## config.mk

```make
export PLATFORM = sky130hd
export DESIGN_NAME = morse_game_ctrl
export DESIGN_NICKNAME = d
export VERILOG_FILES = /design/src/rtl/morse_game_pkg.sv /design/src/rtl/bcd_score_counter.sv /design/src/rtl/morse_game_ctrl.sv
export SDC_FILE = /design/constraint.sdc
export NUM_CORES = 1
export LEC_CHECK = 0
export BUFFER_PORTS_ARGS = -buffer_cell sky130_fd_sc_hd__buf_2
export CAP_MARGIN = 20
export CORE_MARGIN = 2
export CORE_UTILIZATION = 40
export CTS_BUF_LIST = sky130_fd_sc_hd__clkbuf_4 sky130_fd_sc_hd__clkbuf_8
export DETAILED_ROUTE_END_ITERATION = 12
export PLACE_DENSITY_LB_ADDON = 0.08
export SLEW_MARGIN = 40
export SYNTH_ARGS = -nofsm -noshare
export SYNTH_HDL_FRONTEND = slang
export SYNTH_HIERARCHICAL = 1
export SYNTH_SLANG_ARGS = --single-unit
```

## constraint.sdc

```tcl
create_clock -name clk -period 2 [get_ports clk]
set_clock_uncertainty 0.1 [all_clocks]
set_input_delay 0.6 -clock clk [delete_from_list [all_inputs] [get_ports clk]]
set_output_delay 0.6 -clock clk [all_outputs]
set_load 0.05 [all_outputs]
```

## src/rtl/morse_game_pkg.sv

```systemverilog
// Shared definitions for the Morse trainer game controller: FSM states,
// difficulty level codes and the per-level ROM base address.
package morse_game_pkg;

   typedef enum logic [2:0] {
      S_IDLE,
      S_READY,
      S_FETCH,
      S_LATCH,
      S_SHOW,
      S_WAIT_IN,
      S_CHECK,
      S_DONE
   } state_t;

   localparam logic [1:0] LVL_EASY = 2'd0;
   localparam logic [1:0] LVL_MED  = 2'd1;
   localparam logic [1:0] LVL_HARD = 2'd2;

   // Each level owns one quarter of the symbol ROM; level 3 gets the top quarter.
   function automatic int unsigned level_base(input logic [1:0] lvl, input int unsigned addr_w);
      return 32'(lvl) << (addr_w - 32'd2);
   endfunction

   // Codes 2 and 3 both play by hard-mode rules.
   function automatic logic is_hard(input logic [1:0] lvl);
      return lvl[1];
   endfunction

endpackage

```

## src/rtl/bcd_score_counter.sv

```systemverilog
// Multi-digit BCD up-counter with synchronous clear; it sticks at all-9s
// instead of wrapping to zero.
module bcd_score_counter #(
   parameter int BCD_DIGITS = 2
) (
   input  logic                    clk,
   input  logic                    rst,
   input  logic                    clr,
   input  logic                    inc,
   output logic [4*BCD_DIGITS-1:0] score
);

   logic [4*BCD_DIGITS-1:0] score_d;

   always_comb begin
      logic carry;
      logic all_nine;
      // NOTE: every variable gets a value before any branch so no latch is inferred.
      score_d  = score;
      all_nine = 1'b1;
      for (int i = 0; i < BCD_DIGITS; i++) begin
         if (score[4*i +: 4] != 4'd9) all_nine = 1'b0;
      end
      carry = inc && !all_nine;
      for (int i = 0; i < BCD_DIGITS; i++) begin
         if (carry) begin
            if (score[4*i +: 4] == 4'd9) begin
               score_d[4*i +: 4] = 4'd0;
            end else begin
               score_d[4*i +: 4] = score[4*i +: 4] + 4'd1;
               carry             = 1'b0;
            end
         end
      end
   end

   always_ff @(posedge clk) begin
      // NOTE: state is updated with <= so every flop samples pre-edge values.
      if (rst || clr) score <= '0;
      else            score <= score_d;
   end

endmodule

```

## src/rtl/morse_game_ctrl.sv

```systemverilog
// Game-control FSM for the Morse trainer: fetches target symbols from an
// external synchronous ROM, checks user answers, keeps score and lives.
module morse_game_ctrl
   import morse_game_pkg::*;
#(
   parameter int NUM_W      = 4,
   parameter int ADDR_W     = 4,
   parameter int ROUNDS     = 10,
   parameter int BCD_DIGITS = 2,
   parameter int MAX_LIVES  = 3
) (
   input  logic                    clk,
   input  logic                    rst,
   input  logic                    logged_in,
   input  logic [1:0]              level,
   input  logic                    game_start,
   input  logic                    load,
   input  logic [NUM_W-1:0]        user_input,
   input  logic                    timeout,
   input  logic                    logout,
   output logic [ADDR_W-1:0]       rom_addr,
   input  logic [NUM_W-1:0]        rom_data,
   output logic                    reconfig,
   output logic                    enable,
   output logic [NUM_W-1:0]        number,
   output logic [4*BCD_DIGITS-1:0] score,
   output logic [2:0]              lives,
   output logic                    correct,
   output logic                    wrong,
   output logic                    game_over,
   output logic                    logout_out
);

   state_t              state, state_d;
   logic                hard;
   logic [7:0]          round, round_d;
   logic [ADDR_W-1:0]   ptr;
   logic [NUM_W-1:0]    ans;
   logic                timed_out;
   logic [2:0]          lives_d;
   logic                session_end, start_game, capture, check_step, is_correct;

   assign rom_addr = ptr;

   always_ff @(posedge clk) begin
      if (rst) state <= S_IDLE;
      else     state <= state_d;
   end

   always_comb begin
      state_d    = state;
      start_game = 1'b0;
      capture    = 1'b0;
      check_step = 1'b0;
      reconfig   = 1'b0;
      enable     = 1'b0;
      correct    = 1'b0;
      wrong      = 1'b0;
      game_over  = 1'b0;
      // Leaving the session, by request or by login loss, overrides everything else.
      session_end = (state != S_IDLE) && (logout || !logged_in);
      is_correct  = !timed_out && (ans == number);
      round_d     = round + 8'd1;
      lives_d     = lives;
      if (!is_correct && hard && lives != 3'd0) lives_d = lives - 3'd1;

      case (state)
         S_IDLE:    if (logged_in) state_d = S_READY;
         S_READY:   if (game_start) begin
                       start_game = 1'b1;
                       state_d    = S_FETCH;
                    end
         S_FETCH:   state_d = S_LATCH;
         S_LATCH:   state_d = S_SHOW;
         S_SHOW:    begin
                       reconfig = 1'b1;
                       state_d  = S_WAIT_IN;
                    end
         S_WAIT_IN: begin
                       enable = 1'b1;
                       if (load || timeout) begin
                          capture = 1'b1;
                          state_d = S_CHECK;
                       end
                    end
         S_CHECK:   begin
                       check_step = 1'b1;
                       correct    = is_correct;
                       wrong      = !is_correct;
                       if (round_d == 8'(ROUNDS) || lives_d == 3'd0) state_d = S_DONE;
                       else                                            state_d = S_FETCH;
                    end
         S_DONE:    begin
                       game_over = 1'b1;
                       if (game_start) begin
                          start_game = 1'b1;
                          state_d    = S_FETCH;
                       end
                    end
         default:   state_d = S_IDLE;
      endcase

      if (session_end) begin
         state_d    = S_IDLE;
         start_game = 1'b0;
         capture    = 1'b0;
         check_step = 1'b0;
         correct    = 1'b0;
         wrong      = 1'b0;
      end
   end

   always_ff @(posedge clk) begin
      if (rst || session_end) begin
         hard      <= 1'b0;
         round     <= '0;
         lives     <= '0;
         ptr       <= '0;
         number    <= '0;
         ans       <= '0;
         timed_out <= 1'b0;
      end else begin
         if (start_game) begin
            hard  <= is_hard(level);
            round <= '0;
            lives <= is_hard(level) ? 3'(MAX_LIVES) : 3'd7;
            ptr   <= ADDR_W'(level_base(level, ADDR_W));
         end
         if (state == S_LATCH) number <= rom_data;
         // load wins over a simultaneous timeout.
         if (capture) begin
            ans       <= user_input;
            timed_out <= !load;
         end
         if (check_step) begin
            round <= round_d;
            lives <= lives_d;
            ptr   <= ptr + 1'b1;
         end
      end
   end

   always_ff @(posedge clk) begin
      if (rst) logout_out <= 1'b0;
      else     logout_out <= logout && (state != S_IDLE);
   end

   bcd_score_counter #(
      .BCD_DIGITS(BCD_DIGITS)
   ) u_score (
      .clk  (clk),
      .rst  (rst),
      .clr  (session_end || start_game),
      .inc  (check_step && is_correct),
      .score(score)
   );

endmodule
```

==> load_flow_metrics.sql <==
INSERT INTO impl_metrics (metric_group, metric, value, unit) VALUES
('cts', 'cts_inserted_buffers', '5', ''),
('critical_path', 'crit_family', 'simple AND/OR/NAND/NOR gates', ''),
('critical_path', 'crit_fanout', '3', ''),
('sta', 'fmax', '0.4811', 'GHz'),
('synthesis', 'post_syn_nets', '266', ''),
('critical_path', 'worst-endpoint-arrival', '1.38', 'ns'),
('routing', 'detailroute.via_count', '1909', ''),
('layout', 'fillCellCount', '529', ''),
('grt', 'grt_pass1_vias', '1792', ''),
('routing', 'firstDrtPassIters', '4', ''),
('synthesis', 'synth_warnings', '6', ''),
('critical_path', 'setup.worst_path.end_class', 'primary output', ''),
('hold_path', 'worst_hold_path.endpoint', 'lives[1]', ''),
('die', 'placeableCoreArea', '5075', 'µm²'),
('job', 'drv_cap', '0', ''),
('synthesis', 'synth.yosys.seq_area_share', '35.41', '%'),
('layout', 'multi_input_area', '1310', 'µm²'),
('sta', 'report.final.hold_viol_count', '0', ''),
('hold_path', 'hold_path.class', 'reg2reg', ''),
('critical_path', 'worstSetupStartpointType', 'register', ''),
('routing', 'highest-signal-layer', 'met4', ''),
('synthesis', 'synth.most_common_cell', 'sky130_fd_sc_hd__dfxtp_1', ''),
('status', 'failed_checks', 'setup timing', ''),
('cts', 'worst_skew_late_latency', '0.29', 'ns'),
('status', 'status', 'complete, but fails checks', ''),
('sta', 'worst_slew_pin_tran', '0.3068', 'ns'),
('routing', 'drt-total-wl', '4719', 'µm'),
('critical_path', 'crit_required', '1.30', 'ns'),
('placement', 'finalWeightedCongestion', '0.7875', ''),
('synthesis', 'ys.flop_type', 'sky130_fd_sc_hd__dfxtp_1', ''),
('power_and_ir_drop', 'power.clock.fraction', '33.6', '%'),
('power_and_ir_drop', 'pwr_density_cell', '557.0', 'nW/µm²'),
('sta', 'final_critical_path_setup_slack', '-0.07872', 'ns'),
('critical_path', 'register_to_register_path_setup_slack', '0.09', 'ns'),
('grt', 'groute.usage.overall', '17.39', '%'),
('power_and_ir_drop', 'p_int', '1.132', 'mW'),
('sta', 'fin_worst_hold_slack', '0.3895', 'ns'),
('die', 'fp.dieH', '76.32', 'µm'),
('layout', 'final-seq-area', '757.0', 'µm²'),
('routing', 'vias_per_cell', '4.997', ''),
('sta', 'report.final.slew_viol_count', '0', ''),
('power_and_ir_drop', 'power.share.switching', '27.09', '%'),
('hold_path', 'worstHoldPathCells', '2', ''),
('critical_path', 'r2r.worst_path.cells', '6', ''),
('cts', 'cts_h_tree_lvls', '2', ''),
('routing', 'dr_wl_met2', '2140', 'µm'),
('synthesis', 'synth_top_area_share', '35.41', '%'),
('power_and_ir_drop', 'power.ir.vdd_worst', '292.0', 'µV'),
('cts', 'cts_root_buf', 'sky130_fd_sc_hd__clkbuf_8', ''),
('die', 'fp-row-count', '26', ''),
('critical_path', 'critical_path_buf_inv_count', '1', ''),
('critical_path', 'path_class', 'reg2out', ''),
('cts', 'cts_max_path_buffers', '2', ''),
('cts', 'cts.sinks', '37', ''),
('critical_path', 'crit-reg2reg-capture', 'state[2]', ''),
('routing', 'route.layer.met1.wl', '2305', 'µm'),
('layout', 'drive_above_1_share', '40.06', '%'),
('power_and_ir_drop', 'sequential_power_share', '48.8', '%'),
('synthesis', 'synthesis.area_per_instance', '8.574', 'µm²'),
('synthesis', 'synth_edf_count', '0', ''),
('die', 'ios', '42', ''),
('sta', 'timing.final.crit_share', '103.9', '%'),
('critical_path', 'crit_path_top_delay_cell', 'sky130_fd_sc_hd__dfxtp_2', ''),
('sta', 'setup_viol', '2', ''),
('grt', 'antenna_violations_before_repair', '0', ''),
('power_and_ir_drop', 'finalPower', '1.552', 'mW'),
('power_and_ir_drop', 'power.switching', '420.4', 'µW'),
('synthesis', 'synth_cells', '244', ''),
('die', 'die_area', '5825', 'µm²'),
('critical_path', 'r2r_start', 'round[1]', ''),
('layout', 'syn_to_final_growth', '33.19', '%');
## layout by cell type (no fill, tap or decap), types with 3 or more instances in the layout
cell / n
sky130_fd_sc_hd__a21oi_1: 18
sky130_fd_sc_hd__a21oi_2: 3
sky130_fd_sc_hd__a31oi_1: 4
sky130_fd_sc_hd__and3_1: 5
sky130_fd_sc_hd__buf_2: 36
sky130_fd_sc_hd__buf_4: 31
sky130_fd_sc_hd__buf_6: 5
sky130_fd_sc_hd__clkbuf_8: 5
sky130_fd_sc_hd__dfxtp_1: 26
sky130_fd_sc_hd__dfxtp_2: 10
sky130_fd_sc_hd__ha_1: 5
sky130_fd_sc_hd__inv_1: 9
sky130_fd_sc_hd__mux2i_1: 13
sky130_fd_sc_hd__nand2_1: 12
sky130_fd_sc_hd__nand3_1: 8
sky130_fd_sc_hd__nand3b_1: 5
sky130_fd_sc_hd__nand4_1: 3
sky130_fd_sc_hd__nor2_1: 33
sky130_fd_sc_hd__nor3_1: 9
sky130_fd_sc_hd__o21ai_0: 9
sky130_fd_sc_hd__xnor2_1: 4
sky130_fd_sc_hd__xor2_1: 5
sky130_fd_sc_hd__xor2_2: 3
## cell type report
cell class              instances  share of cell area [%]
multi-input cells             183                   47.01
flip-flops and latches         37                   27.17
repair buffers                 75                   18.37
well taps                      70                   3.143
clock buffers                   6                   2.739
inverters                       9                   1.212
clock inverters                 2                  0.3592
## flip-flops by register name, summed over array words and instances (netlist names)
name	cells
u_score/score	8
hard	1
timed_out	1
rom_addr	4
round	8
state	3
lives	3
ans	4
number	4
logout_out	1
## what timing repair did
action | CTS | global route
hold buffers | 0 | 0
resized for setup | 9 | 14
pin swaps | 1 | 1
buffers inserted | 1 | 5
endpoints found under the hold margin | 0 | 0
setup endpoints to repair | 3 | 6
## cells by family (layout without fill, tap and decap cells)
family	Yosys count	in the layout	share of synthesized area, %
XOR/XNOR	12	12	5.024
flip-flops	37	37	35.41
AND/OR/NAND/NOR	106	106	29.55
AO/OA/AOI/OAI	47	47	15.01
adder cells (fa/ha/maj)	5	5	2.990
buffers and inverters	24	92	5.801
multiplexers	13	13	6.220
## power groups by stage
stage	Sequential (mW)	Clock, mW	Combinational (mW)
6_report	0.758	0.522	0.273
3_3_place_gp	0.773	0	0.251
4_1_cts	0.756	0.542	0.256
3_5_place_dp	0.772	0	0.251
2_1_floorplan	0.791	0	0.135
5_1_grt	0.760	0.582	0.300
## worst min-delay path, stage by stage, from the launching register on
cell and delay [ns]:
sky130_fd_sc_hd__dfxtp_2 0.33, sky130_fd_sc_hd__inv_1 0.08, sky130_fd_sc_hd__a21oi_2 0.05
## per-layer routing
| layer | vias up | GRT usage [%] |
|---|---|---|
| met5 | - | 0 |
| met4 | 0 | 6.000 |
| met3 | 5 | 4.147 |
| met2 | 32 | 26.90 |
| met1 | 873 | 23.78 |
| li1 | 999 | - |
## worst max-delay path by stage
stage	cells past startpoint	endpoint	slack, ns	from
2_1_floorplan	5	wrong	-0.11	logged_in
3_3_place_gp	5	correct	-0.31	logged_in
3_5_place_dp	5	correct	-0.30	logged_in
4_1_cts	4	correct	-0.12	ans[1]
5_1_grt	5	wrong	-0.15	ans[3]
6_report	4	correct	-0.08	ans[3]
## per-stage QoR
| stage | area (µm²) | setup WS, ns | TNS (ns) | instances |
|---|---|---|---|---|
| 2_1_floorplan | 2162 | -0.1066 | -0.4505 | 244 |
| 4_1_cts | 2698 | -0.1223 | -0.2424 | 377 |
| 6_report | 2786 | -0.07872 | -0.1523 | 382 |
| 5_1_grt | 2786 | -0.1494 | -0.2979 | 382 |
| 3_3_place_gp | 2575 | -0.3130 | -2.912 | 368 |
| 3_5_place_dp | 2575 | -0.3030 | -3.086 | 368 |
(Power assumes the default switching activity.)
